===== src/rtl/acl_tx_arq_sched.sv =====
// Transmit-side ACL ARQ scheduler: tracks per-link SEQN/flow/retransmit state and
// picks new, resend, zero-length continue or NULL/POLL for each TX slot.
module acl_tx_arq_sched #(
  parameter int NLINK  = 8,
  parameter int RETX_W = 4
) (
  input  logic              clk_6M,
  input  logic              rstz,
  input  logic              conn_new_p,
  input  logic              tx_req_p,
  input  logic [2:0]        tx_lt_addr,
  input  logic              buf_valid,
  input  logic              rx_done_p,
  input  logic [2:0]        rx_lt_addr,
  input  logic              rx_hecgood,
  input  logic              rx_arqn,
  input  logic              rx_flow,
  input  logic              flush_p,
  input  logic [2:0]        flush_lt_addr,
  input  logic [RETX_W-1:0] retx_limit,
  output logic              pk_sel_valid,
  output logic [1:0]        pk_sel,
  output logic              tx_seqn,
  output logic [NLINK-1:0]  buf_release_p,
  output logic [NLINK-1:0]  flushed_p
);

  typedef enum logic [1:0] {
    ST_IDLE      = 2'd0,
    ST_WAIT_ACK  = 2'd1,
    ST_FLUSH     = 2'd2,
    ST_WAIT_ZACK = 2'd3
  } link_st_e;

  localparam logic [1:0] PK_NULL   = 2'b00;
  localparam logic [1:0] PK_NEW    = 2'b01;
  localparam logic [1:0] PK_RESEND = 2'b10;
  localparam logic [1:0] PK_ZLEN   = 2'b11;

  link_st_e          st_q   [NLINK];
  link_st_e          st_d   [NLINK];
  logic [RETX_W-1:0] retx_q [NLINK];
  logic [RETX_W-1:0] retx_d [NLINK];
  logic [NLINK-1:0]  seqn_q, seqn_d;
  logic [NLINK-1:0]  flow_q, flow_d;
  logic              pk_sel_valid_q, pk_sel_valid_d;
  logic [1:0]        pk_sel_q, pk_sel_d;
  logic              tx_seqn_q, tx_seqn_d;
  logic [NLINK-1:0]  release_q, release_d;
  logic [NLINK-1:0]  flushed_q, flushed_d;

  logic rx_hit, ack_hit, flush_hit, tx_hit;

  // Per link: RX header first, then host flush, then the TX decision on the post-RX state.
  always_comb begin
    st_d           = st_q;
    retx_d         = retx_q;
    seqn_d         = seqn_q;
    flow_d         = flow_q;
    pk_sel_valid_d = 1'b0;
    pk_sel_d       = pk_sel_q;
    tx_seqn_d      = tx_seqn_q;
    release_d      = '0;
    flushed_d      = '0;
    rx_hit         = 1'b0;
    ack_hit        = 1'b0;
    flush_hit      = 1'b0;
    tx_hit         = 1'b0;

    if (conn_new_p) begin
      for (int l = 0; l < NLINK; l++) begin
        st_d[l]   = ST_IDLE;
        retx_d[l] = '0;
      end
      seqn_d = '1;
      flow_d = '1;
    end else begin
      pk_sel_valid_d = tx_req_p;
      for (int l = 0; l < NLINK; l++) begin
        rx_hit    = rx_done_p && rx_hecgood && (int'(rx_lt_addr) == l);
        ack_hit   = rx_hit && rx_arqn;
        flush_hit = flush_p && (int'(flush_lt_addr) == l) && !ack_hit;
        tx_hit    = tx_req_p && (int'(tx_lt_addr) == l);

        if (rx_hit) flow_d[l] = rx_flow;
        if (ack_hit) begin
          if (st_q[l] == ST_WAIT_ACK) begin
            st_d[l]      = ST_IDLE;
            retx_d[l]    = '0;
            release_d[l] = 1'b1;
          end else if (st_q[l] == ST_WAIT_ZACK) begin
            st_d[l] = ST_IDLE;
          end
        end

        if (flush_hit && (st_d[l] == ST_WAIT_ACK)) begin
          st_d[l]      = ST_FLUSH;
          release_d[l] = 1'b1;
          flushed_d[l] = 1'b1;
        end

        if (tx_hit) begin
          if (!flow_d[l]) begin
            pk_sel_d = PK_NULL;
          end else begin
            case (st_d[l])
              ST_FLUSH: begin
                pk_sel_d  = PK_ZLEN;
                seqn_d[l] = ~seqn_d[l];
                st_d[l]   = ST_WAIT_ZACK;
              end
              ST_WAIT_ZACK: pk_sel_d = PK_ZLEN;
              ST_WAIT_ACK: begin
                if ((retx_limit != '0) && (retx_d[l] == retx_limit)) begin
                  pk_sel_d     = PK_ZLEN;
                  seqn_d[l]    = ~seqn_d[l];
                  st_d[l]      = ST_WAIT_ZACK;
                  retx_d[l]    = '0;
                  release_d[l] = 1'b1;
                  flushed_d[l] = 1'b1;
                end else begin
                  pk_sel_d = PK_RESEND;
                  if (retx_d[l] != '1) retx_d[l] = retx_d[l] + 1'b1;
                end
              end
              default: begin
                if (buf_valid) begin
                  pk_sel_d  = PK_NEW;
                  seqn_d[l] = ~seqn_d[l];
                  retx_d[l] = '0;
                  // Broadcast is never acknowledged, so the buffer is freed on send.
                  if (l == 0) release_d[l] = 1'b1;
                  else        st_d[l]      = ST_WAIT_ACK;
                end else begin
                  pk_sel_d = PK_NULL;
                end
              end
            endcase
          end
          tx_seqn_d = seqn_d[l];
        end
      end
    end
  end

  always_ff @(posedge clk_6M) begin
    if (!rstz) begin
      for (int l = 0; l < NLINK; l++) begin
        st_q[l]   <= ST_IDLE;
        retx_q[l] <= '0;
      end
      seqn_q         <= '1;
      flow_q         <= '1;
      pk_sel_valid_q <= 1'b0;
      pk_sel_q       <= PK_NULL;
      tx_seqn_q      <= 1'b0;
      release_q      <= '0;
      flushed_q      <= '0;
    end else begin
      st_q           <= st_d;
      retx_q         <= retx_d;
      seqn_q         <= seqn_d;
      flow_q         <= flow_d;
      pk_sel_valid_q <= pk_sel_valid_d;
      pk_sel_q       <= pk_sel_d;
      tx_seqn_q      <= tx_seqn_d;
      release_q      <= release_d;
      flushed_q      <= flushed_d;
    end
  end

  assign pk_sel_valid  = pk_sel_valid_q;
  assign pk_sel        = pk_sel_q;
  assign tx_seqn       = tx_seqn_q;
  assign buf_release_p = release_q;
  assign flushed_p     = flushed_q;

endmodule


===== config.mk =====
export PLATFORM = sky130hd
export DESIGN_NAME = acl_tx_arq_sched
export DESIGN_NICKNAME = d
export VERILOG_FILES = /design/src/rtl/acl_tx_arq_sched.sv
export SDC_FILE = /design/constraint.sdc
export NUM_CORES = 1
export LEC_CHECK = 0
export CAP_MARGIN = 20
export CORE_MARGIN = 3
export CORE_UTILIZATION = 35
export CTS_BUF_LIST = sky130_fd_sc_hd__clkbuf_8
export DETAILED_ROUTE_END_ITERATION = 10
export PLACE_DENSITY_LB_ADDON = 0.2
export SLEW_MARGIN = 10
export SYNTH_ARGS = -nofsm -noshare
export SYNTH_HDL_FRONTEND = slang
export SYNTH_SLANG_ARGS = --single-unit

===== constraint.sdc =====
create_clock -name clk_6M -period 3.45 [get_ports clk_6M]
set_clock_uncertainty 0.05 [all_clocks]
set_input_delay 0.5175 -clock clk_6M [delete_from_list [all_inputs] [get_ports clk_6M]]
set_output_delay 0.5175 -clock clk_6M [all_outputs]
set_load 0.02 [all_outputs]

* Word level (Yosys, flattened, before mapping)
Cells that the tools add are included.
** Storage, ports and cells
- Output and inout port bits :: 20
- Register bits :: 84
** Cells by class
- Reduce and logical (&&, ||, !) cells :: 80
- Add/subtract/negate cells :: 8
- Bitwise operators :: 10
- Equal/unequal tests :: 85
- Muxes and demuxes :: 345
** Operators by type and width (number)
- 4-bit two-way mux :: 64
- 2-bit two-way mux :: 95
- 1-bit two-way mux :: 153
- 4-bit case mux with 2 select lines :: 8
- 1-bit logical AND :: 57
- 2-bit by 1-bit == test with 1-bit output, second input constant :: 24
- 2-bit == test, second input constant :: 24
- 2-bit case mux with 3 select lines :: 7
- 3-bit == test, second input constant :: 12
- 2-bit case mux with 2 select lines :: 9
- 4-bit by 1-bit adder with 4-bit output, second input constant :: 8
- 4-bit == test :: 8
- 4-bit != test, second input constant :: 8
- 1-bit case mux with 3 select lines :: 8
- 3-bit by 2-bit == test with 1-bit output, second input constant :: 6
- 2-bit OR reduction :: 9
- 1-bit NOT :: 10
- 3-bit by 1-bit == test with 1-bit output, second input constant :: 3
- 3-bit zero test :: 3
- 1-bit zero test :: 8
- 8-bit nonzero test :: 1
- 4-bit nonzero test :: 1
- 1-bit case mux with 2 select lines :: 1
- 2-bit AND reduction :: 1

* Depth between registers and ports, before layout
Gate-level depths: netlist of the first run.
- Word-level depth :: 21
- Depth in mapped cells :: 13

* Least setup slack after synthesis of the first run
OpenSTA, ideal clock, no wires.
- Path type :: input -> register
- From :: in rx_lt_addr[2]
- To :: reg tx_seqn_q, in the netlist tx_seqn
- Buffers on the path :: 1
- Cell stages on the path :: 13
- Library setup time :: 128 ps
- Data arrival time :: 2600 ps
- Slack :: 672 ps
- Cell sequence :: and4b_1 > clkbuf_1 > nand3_1 > o21ai_1 > inv_1 > ha_1 > nand2b_1 > nand2_1 > nor4_1 > o31ai_1 > o311ai_1 > o2111ai_1 > a32oi_1
** Between the ends
- Longest elaborated chain between the ends :: 20
** Ends and longest elaborated chain
- from (decl) :: line 14 : input logic [2:0] rx_lt_addr,
- 3-bit zero test :: line 80 : rx_hit = rx_done_p && rx_hecgood && (int'(rx_lt_addr) == l);
- 1-bit logical AND :: line 80
- 1-bit logical AND :: line 81 : ack_hit = rx_hit && rx_arqn;
- 2-bit two-way mux :: line 86 : if (ack_hit) begin
- 2-bit two-way mux :: line 70 : if (conn_new_p) begin
- 2-bit by 1-bit == test with 1-bit output :: line 96 : if (flush_hit && (st_d[l] == ST_WAIT_ACK)) begin
- 1-bit logical AND :: line 96
- 2-bit two-way mux :: line 96
- 2-bit two-way mux :: line 70
- 2-bit by 1-bit == test with 1-bit output / 2-bit == test (equally long branches) :: line 106 : case (st_d[l])
- 1-bit case mux with 3 select lines :: line 106
- 1-bit two-way mux :: line 103 : if (!flow_d[l]) begin
- 1-bit two-way mux (7 in a row) :: line 102 : if (tx_hit) begin
- 1-bit two-way mux (*) :: line 102
- to (signal assigned) :: line 166 : tx_seqn_q <= tx_seqn_d;
- to (decl) :: line 48 : logic tx_seqn_q, tx_seqn_d;
Mark *: on every way between the ends. The rest lies on a longest branch, timed or not. The select of a mux whose other input is x is not followed.
A chain may end at the register's enable or synchronous reset.

* Worst setup path in the final report of the first run
- From :: in rx_lt_addr[0]
- To :: reg pk_sel_q[0], in the netlist pk_sel[0]
** Between the ends
- Longest elaborated chain between the ends :: 21
** Ends and longest elaborated chain
- 3-bit zero test :: line 80
- 1-bit logical AND :: line 80
- 1-bit logical AND :: line 81
- 2-bit two-way mux :: line 86
- 2-bit two-way mux :: line 70
- 2-bit by 1-bit == test with 1-bit output :: line 96
- 1-bit logical AND :: line 96
- 2-bit two-way mux :: line 96
- 2-bit two-way mux :: line 70
- 2-bit == test :: line 106
- 2-bit OR reduction (no source line)
- 2-bit case mux with 2 select lines :: line 106
- 2-bit two-way mux :: line 103
- 2-bit two-way mux (7 in a row) :: line 102
- 2-bit two-way mux (*) :: line 102
- to (signal assigned) :: line 165 : pk_sel_q <= pk_sel_d;
- to (decl) :: line 47 : logic [1:0] pk_sel_q, pk_sel_d;
Marks and branches as above.

==> results of run 1 <==
metal layers:
layer | vias up | track usage [%] | wire [um]
met3 | 38 | 3.99 | 1340
met5 | - | 0 | 0
met4 | 0 | 6.02 | 491
li1 | 3292 | - | -
met2 | 246 | 32.3 | 8990
met1 | 3170 | 30.5 | 10200
worst max-delay path, cell delays in order:
cell and delay, ns:
clkdlybuf4s50_1 0.59, buf_4 0.26, nand4bb_1 0.29, o21ai_0 0.31, mux2_2 0.39, a311oi_1 0.26
buf_4 0.17, o22ai_1 0.12, a211oi_1 0.30, a21oi_1 0.10
registers in the layout, indices dropped and copies added (netlist names):
name / cells
buf_release_p: 8
flow_q: 8
flushed_p: 8
pk_sel: 2
pk_sel_valid: 1
retx_q: 32
seqn_q: 8
st_q: 16
tx_seqn: 1
final cells by class:
class | instances | area [um2]
Clock buffer | 9 | 124
Fill cell | 1783 | 9680
Multi-Input combinational cell | 670 | 4270
Tap cell | 225 | 282
Timing Repair Buffer | 139 | 1160
Inverter | 33 | 124
Sequential cell | 84 | 1680
Clock inverter | 7 | 97.6
report_power, final:
part	total (mW)	internal, mW	switching, mW
Clock	0.843	0.412	0.431
Combinational	0.290	0.119	0.171
Sequential	0.977	0.974	0.00376
Total	2.11	1.50	0.606
through the flow:
step | util (%) | std cells | hold slack, ns
after floorplan | - | 831 | 0.413
final | 44.4 | 1167 | 0.486
after global placement | 43.2 | 1151 | 0.454
after CTS | 44.4 | 1167 | 0.480
after detailed placement | 43.2 | 1151 | 0.453
after global routing | 44.4 | 1167 | 0.495
kinds of logic after synthesis:
logic type / share of synthesized area (%)
compound gates: 27.7
xor+xnor: 3.22
simple gates: 31.4
flops: 26.9
mux: 3.28
fa+ha+maj: 2.56
buf+inv: 5.02
worst paths after layout:
path / end / slack [ns] / cells after the start
worst max-delay path: pk_sel[0]$_SDFFE_PN0P_ / 0.36 / 10
worst min-delay path: seqn_q[5]$_SDFFE_PP1P_ / 0.49 / 2
worst max register to register: tx_seqn$_SDFFE_PN0P_ / 0.76 / 8
worst min register to register: seqn_q[5]$_SDFFE_PP1P_ / 0.49 / 2
layout by cell type, fill, tap and decap left out, types with 16 or more instances in the layout:
master           netlist  routed
nand3_1               31      31
a21oi_1               66      66
nor2b_1               24      23
inv_1                 33      33
a31oi_1               19      19
dfxtp_1               84      84
o21ai_0               43      43
nor3_1                22      22
xnor2_1               20      20
clkdlybuf4s50_1        0      42
mux2i_1               16      16
buf_4                  4      96
nand2_1               57      57
nor2_1                87      87
==> reports/metrics.yaml, run 1 <==
fin_area_mm2: 0.00774
synth_top_cell_by_area: "dfxtp_1"
yosysSeqAreaShare_pct: 26.9
cts_max_level: 3
grt_first_pass_wirelength_um: 33600
finalPower_mw: 2.11
overflow: 0
first_iter_violations: 647
syn2layout_area_growth_pct: 23.6
synth_edf_count: 0
grt_start_max_net_pins: 24
synthCells: 831
first_pass_iters: 6
clk_path_buf_depth: 2
rsz0062_at_grt: "no"
synth_ff_type: "dfxtp_1"
tightest_slew_ns: 0.682
io_pins: 43
pre_cts_ws_ns: 0.00142
maxCapViolCount: 0
cp-startpoint: "rx_lt_addr[0]"
wire_per_inst_um: 18.0
timing.rr.start: "st_q[13]$_SDFF_PP0_"
arrival_ns: 3.31
placed_area_mm2: 0.00752
p_per_area_mw_per_mm2: 273
fmax_mhz: 323
synth_seq_cells: 84
drcViolationCount: 0
antenna_found_initial: 0
cts_inserted_buffers: 9
vias: 6746
fin_tns_setup_ns: 0
die_w_um: 140
grtUsageTotal_pct: 21.2
drive_gt1_share_pct: 16.2
post-synth-top-area-fraction_pct: 26.9
yosysWarningCount: 0
final.period_utilization_pct: 89.7
synthTopCellsByArea: "dfxtp_1 (27%), a21oi_1 (5.3%), nor2_1 (5.2%)"
fin_crit_ns: 3.09
cp-start-kind: "input pin"
io_buffer_count: 42
final_max_slew_viol_count: 0
antenna_cells: 0
hp-start: "seqn_q[5]$_SDFFE_PP1P_"
syn_avg_cell_area_um2: 7.54
yosysMostFrequentCell: "nor2_1"
worstPathMaxFanout: 8
power_leakage_nw: 2.97
cts_resized: 0
setup_ws_ns: 0.357
die-area_mm2: 0.0195
worstHoldPathType: "register to register"
postCtsSetupBuffers: 0
setup_viol: 0
avgViaCountPerCell: 5.78
clk_latency_ns: 0.38
slew_headroom_pct: 54.4
cts_sinks: 84
hold_violations: 0
clk_pin_slew_worst_paths_ns: 0.09
ys_top_cells_by_count: "nor2_1 (87), dfxtp_1 (84), a21oi_1 (66), nand2_1 (57), o21ai_0 (43)"
peakVddDrop_mv: 0.197
ctsHoldBuffers: 0
outcome: "completed"
clock-root-buffer: "clkbuf_8"
initial_utilization_pct: 36.0
synthArstFlopShare_pct: 0
grt_pass1_vias: 6236
critPathRequiredTime_ns: 3.66
core_area_mm2: 0.0174
final_antenna_net_count: 0
dieHeight_um: 140
routed_wl_um: 21000
num_rows: 48
path_class: "input pin to register"
crit_path_end_kind: "register"
gp_congestion: 0.915
fin_nets: 972
post-dp-hpwl_um: 16100
synth.net_count: 866
yosysUniqueCellTypes: 86
cts_tree: "done"
synth.cell_area_mm2: 0.00626
Note: power is estimated with default switching activity, not from simulation.
==> run 2: changes to the inputs <==
- CORE_UTILIZATION: 35 -> 30
- TNS_END_PERCENT: unset -> 50
==> reports/metrics.yaml, run 2 (synthesis gave the netlist of run 1 again) <==
outcome: "completed"
syn2layout_area_growth_pct: 24.3
min_to: "seqn_q[3]$_SDFFE_PP1P_"
grt_pass1_vias: 6278
antenna_cells: 0
final_antenna_net_count: 0
io_buffer_count: 42
cts_sinks: 84
setup_viol: 0
reg.largest.list: "retx_q (32), st_q (16)"
first_iter_violations: 590
r2r_end: "tx_seqn$_SDFFE_PN0P_"
cts_max_level: 3
slew_headroom_pct: 54.8
dieHeight_um: 150
grt_first_pass_wirelength_um: 34400
wire_per_inst_um: 18.1
whs_path_depth: 2
arrival_ns: 3.42
maxCapViolCount: 0
fin_area_mm2: 0.00778
final.period_utilization_pct: 91.5
tightest_slew_ns: 0.676
post-dp-hpwl_um: 17000
clk_path_buf_depth: 2
peakVddDrop_mv: 0.184
drive_gt1_share_pct: 15.9
hp-start: "seqn_q[3]$_SDFFE_PP1P_"
grt_start_max_net_pins: 29
finalPower_mw: 2.04
worstPathMaxFanout: 6
first_pass_iters: 5
cts_tree: "done"
fin_crit_ns: 3.16
initial_utilization_pct: 30.8
fmax_mhz: 317
avgViaCountPerCell: 5.53
regMostFlops: "retx_q"
fin_nets: 969
clk_pin_slew_worst_paths_ns: 0.10
clock-root-buffer: "clkbuf_8"
crit_path_end_kind: "register"
final_max_slew_viol_count: 0
power_leakage_nw: 2.96
placed_area_mm2: 0.00758
grtUsageTotal_pct: 19.5
overflow: 0
die_w_um: 150
final_common_cell: "buf_4"
largest_register_ffs: 32
timing.rr.start: "st_q[15]$_SDFF_PP0_"
clk_latency_ns: 0.39
final_cell_mix: "buf_4 (91), nor2_1 (87), dfxtp_1 (84)"
critPathRequiredTime_ns: 3.72
hold_ws_ns: 0.474
rr_worst_depth: 12
rsz0062_at_grt: "no"
cts_inserted_buffers: 9
hold_violations: 0
antenna_found_initial: 0
routed_wl_um: 21800
p_per_area_mw_per_mm2: 262
drcViolationCount: 0
die-area_mm2: 0.0226
fillerInstances: 2123
core_area_mm2: 0.0204
r2r_slack_ns: 0.71
num_rows: 52
path_class: "input pin to register"
gp_congestion: 0.872
ctsHoldBuffers: 0
worstHoldPathType: "register to register"
io_pins: 43
cp-start-kind: "input pin"
vias: 6691
## run 2: changes by cell type in the layout (fill, tap and decap cells not counted), moves of 2 or more
cell,delta
buf_12,+2
buf_4,-5
clkbuf_8,+2
inv_6,-2
## run 2: repair_timing
action	CTS	global route
resized for setup	0	1
buffers inserted	0	0
endpoints found under the setup margin	0	1
hold endpoints to repair	0	0
## run 2: area by class of cell
class                   instances  area [um2]  area share, %
flip-flops and latches         84        1680           21.6
inverters                      33         124           1.59
clock buffers                  11         151           1.95
repair buffers                136        1160           15.0
well taps                     270         338           4.34
multi-input cells             670        4270           54.9
clock inverters                 5        51.3          0.659
## run 2: worst max-delay path by stage
stage	slack (ns)	cells past startpoint	start	end
after floorplan	0.67	13	rx_lt_addr[2]	tx_seqn$_SDFFE_PN0P_
after global placement	-0.10	11	rx_done_p	tx_seqn$_SDFFE_PN0P_
after detailed placement	-0.22	13	rx_done_p	tx_seqn$_SDFFE_PN0P_
after CTS	0.20	13	rx_done_p	tx_seqn$_SDFFE_PN0P_
after global routing	0.06	10	rx_lt_addr[1]	pk_sel[0]$_SDFFE_PN0P_
final	0.29	13	flush_lt_addr[2]	tx_seqn$_SDFFE_PN0P_
## run 2: worst max-delay path: stages
cell             delay, ns
clkdlybuf4s50_1       0.43
nand2b_1              0.29
a2111oi_1             0.58
o21ai_1               0.27
inv_1                 0.16
ha_1                  0.17
nand2b_1              0.12
nand2_1               0.05
nor4_1                0.20
o31ai_1               0.13
o311ai_1              0.12
o2111ai_1             0.17
a32oi_1               0.22
## run 2: power by group
part | switching [mW] | total (mW) | internal, mW
clock network | 0.401 | 0.771 | 0.370
registers | 0.00502 | 0.979 | 0.974
logic | 0.172 | 0.291 | 0.119
total | 0.579 | 2.04 | 1.46
## run 2: layer usage
layer	global-route usage, %	routed length [um]
met5	0	0
met4	6.50	514
met3	2.74	941
met2	31.2	10100
met1	27.0	10300
## run 2: through the flow
step | setup TNS, ns | instances | worst slack (ns) | utilization (%)
global route | 0 | 1209 | 0.0593 | 38.2
detailed placement | -0.462 | 1193 | -0.221 | 37.2
finish | 0 | 1209 | 0.292 | 38.2
global placement | -0.178 | 1193 | -0.104 | 37.2
CTS | 0 | 1209 | 0.203 | 38.2
floorplan | 0 | 831 | 0.672 | -
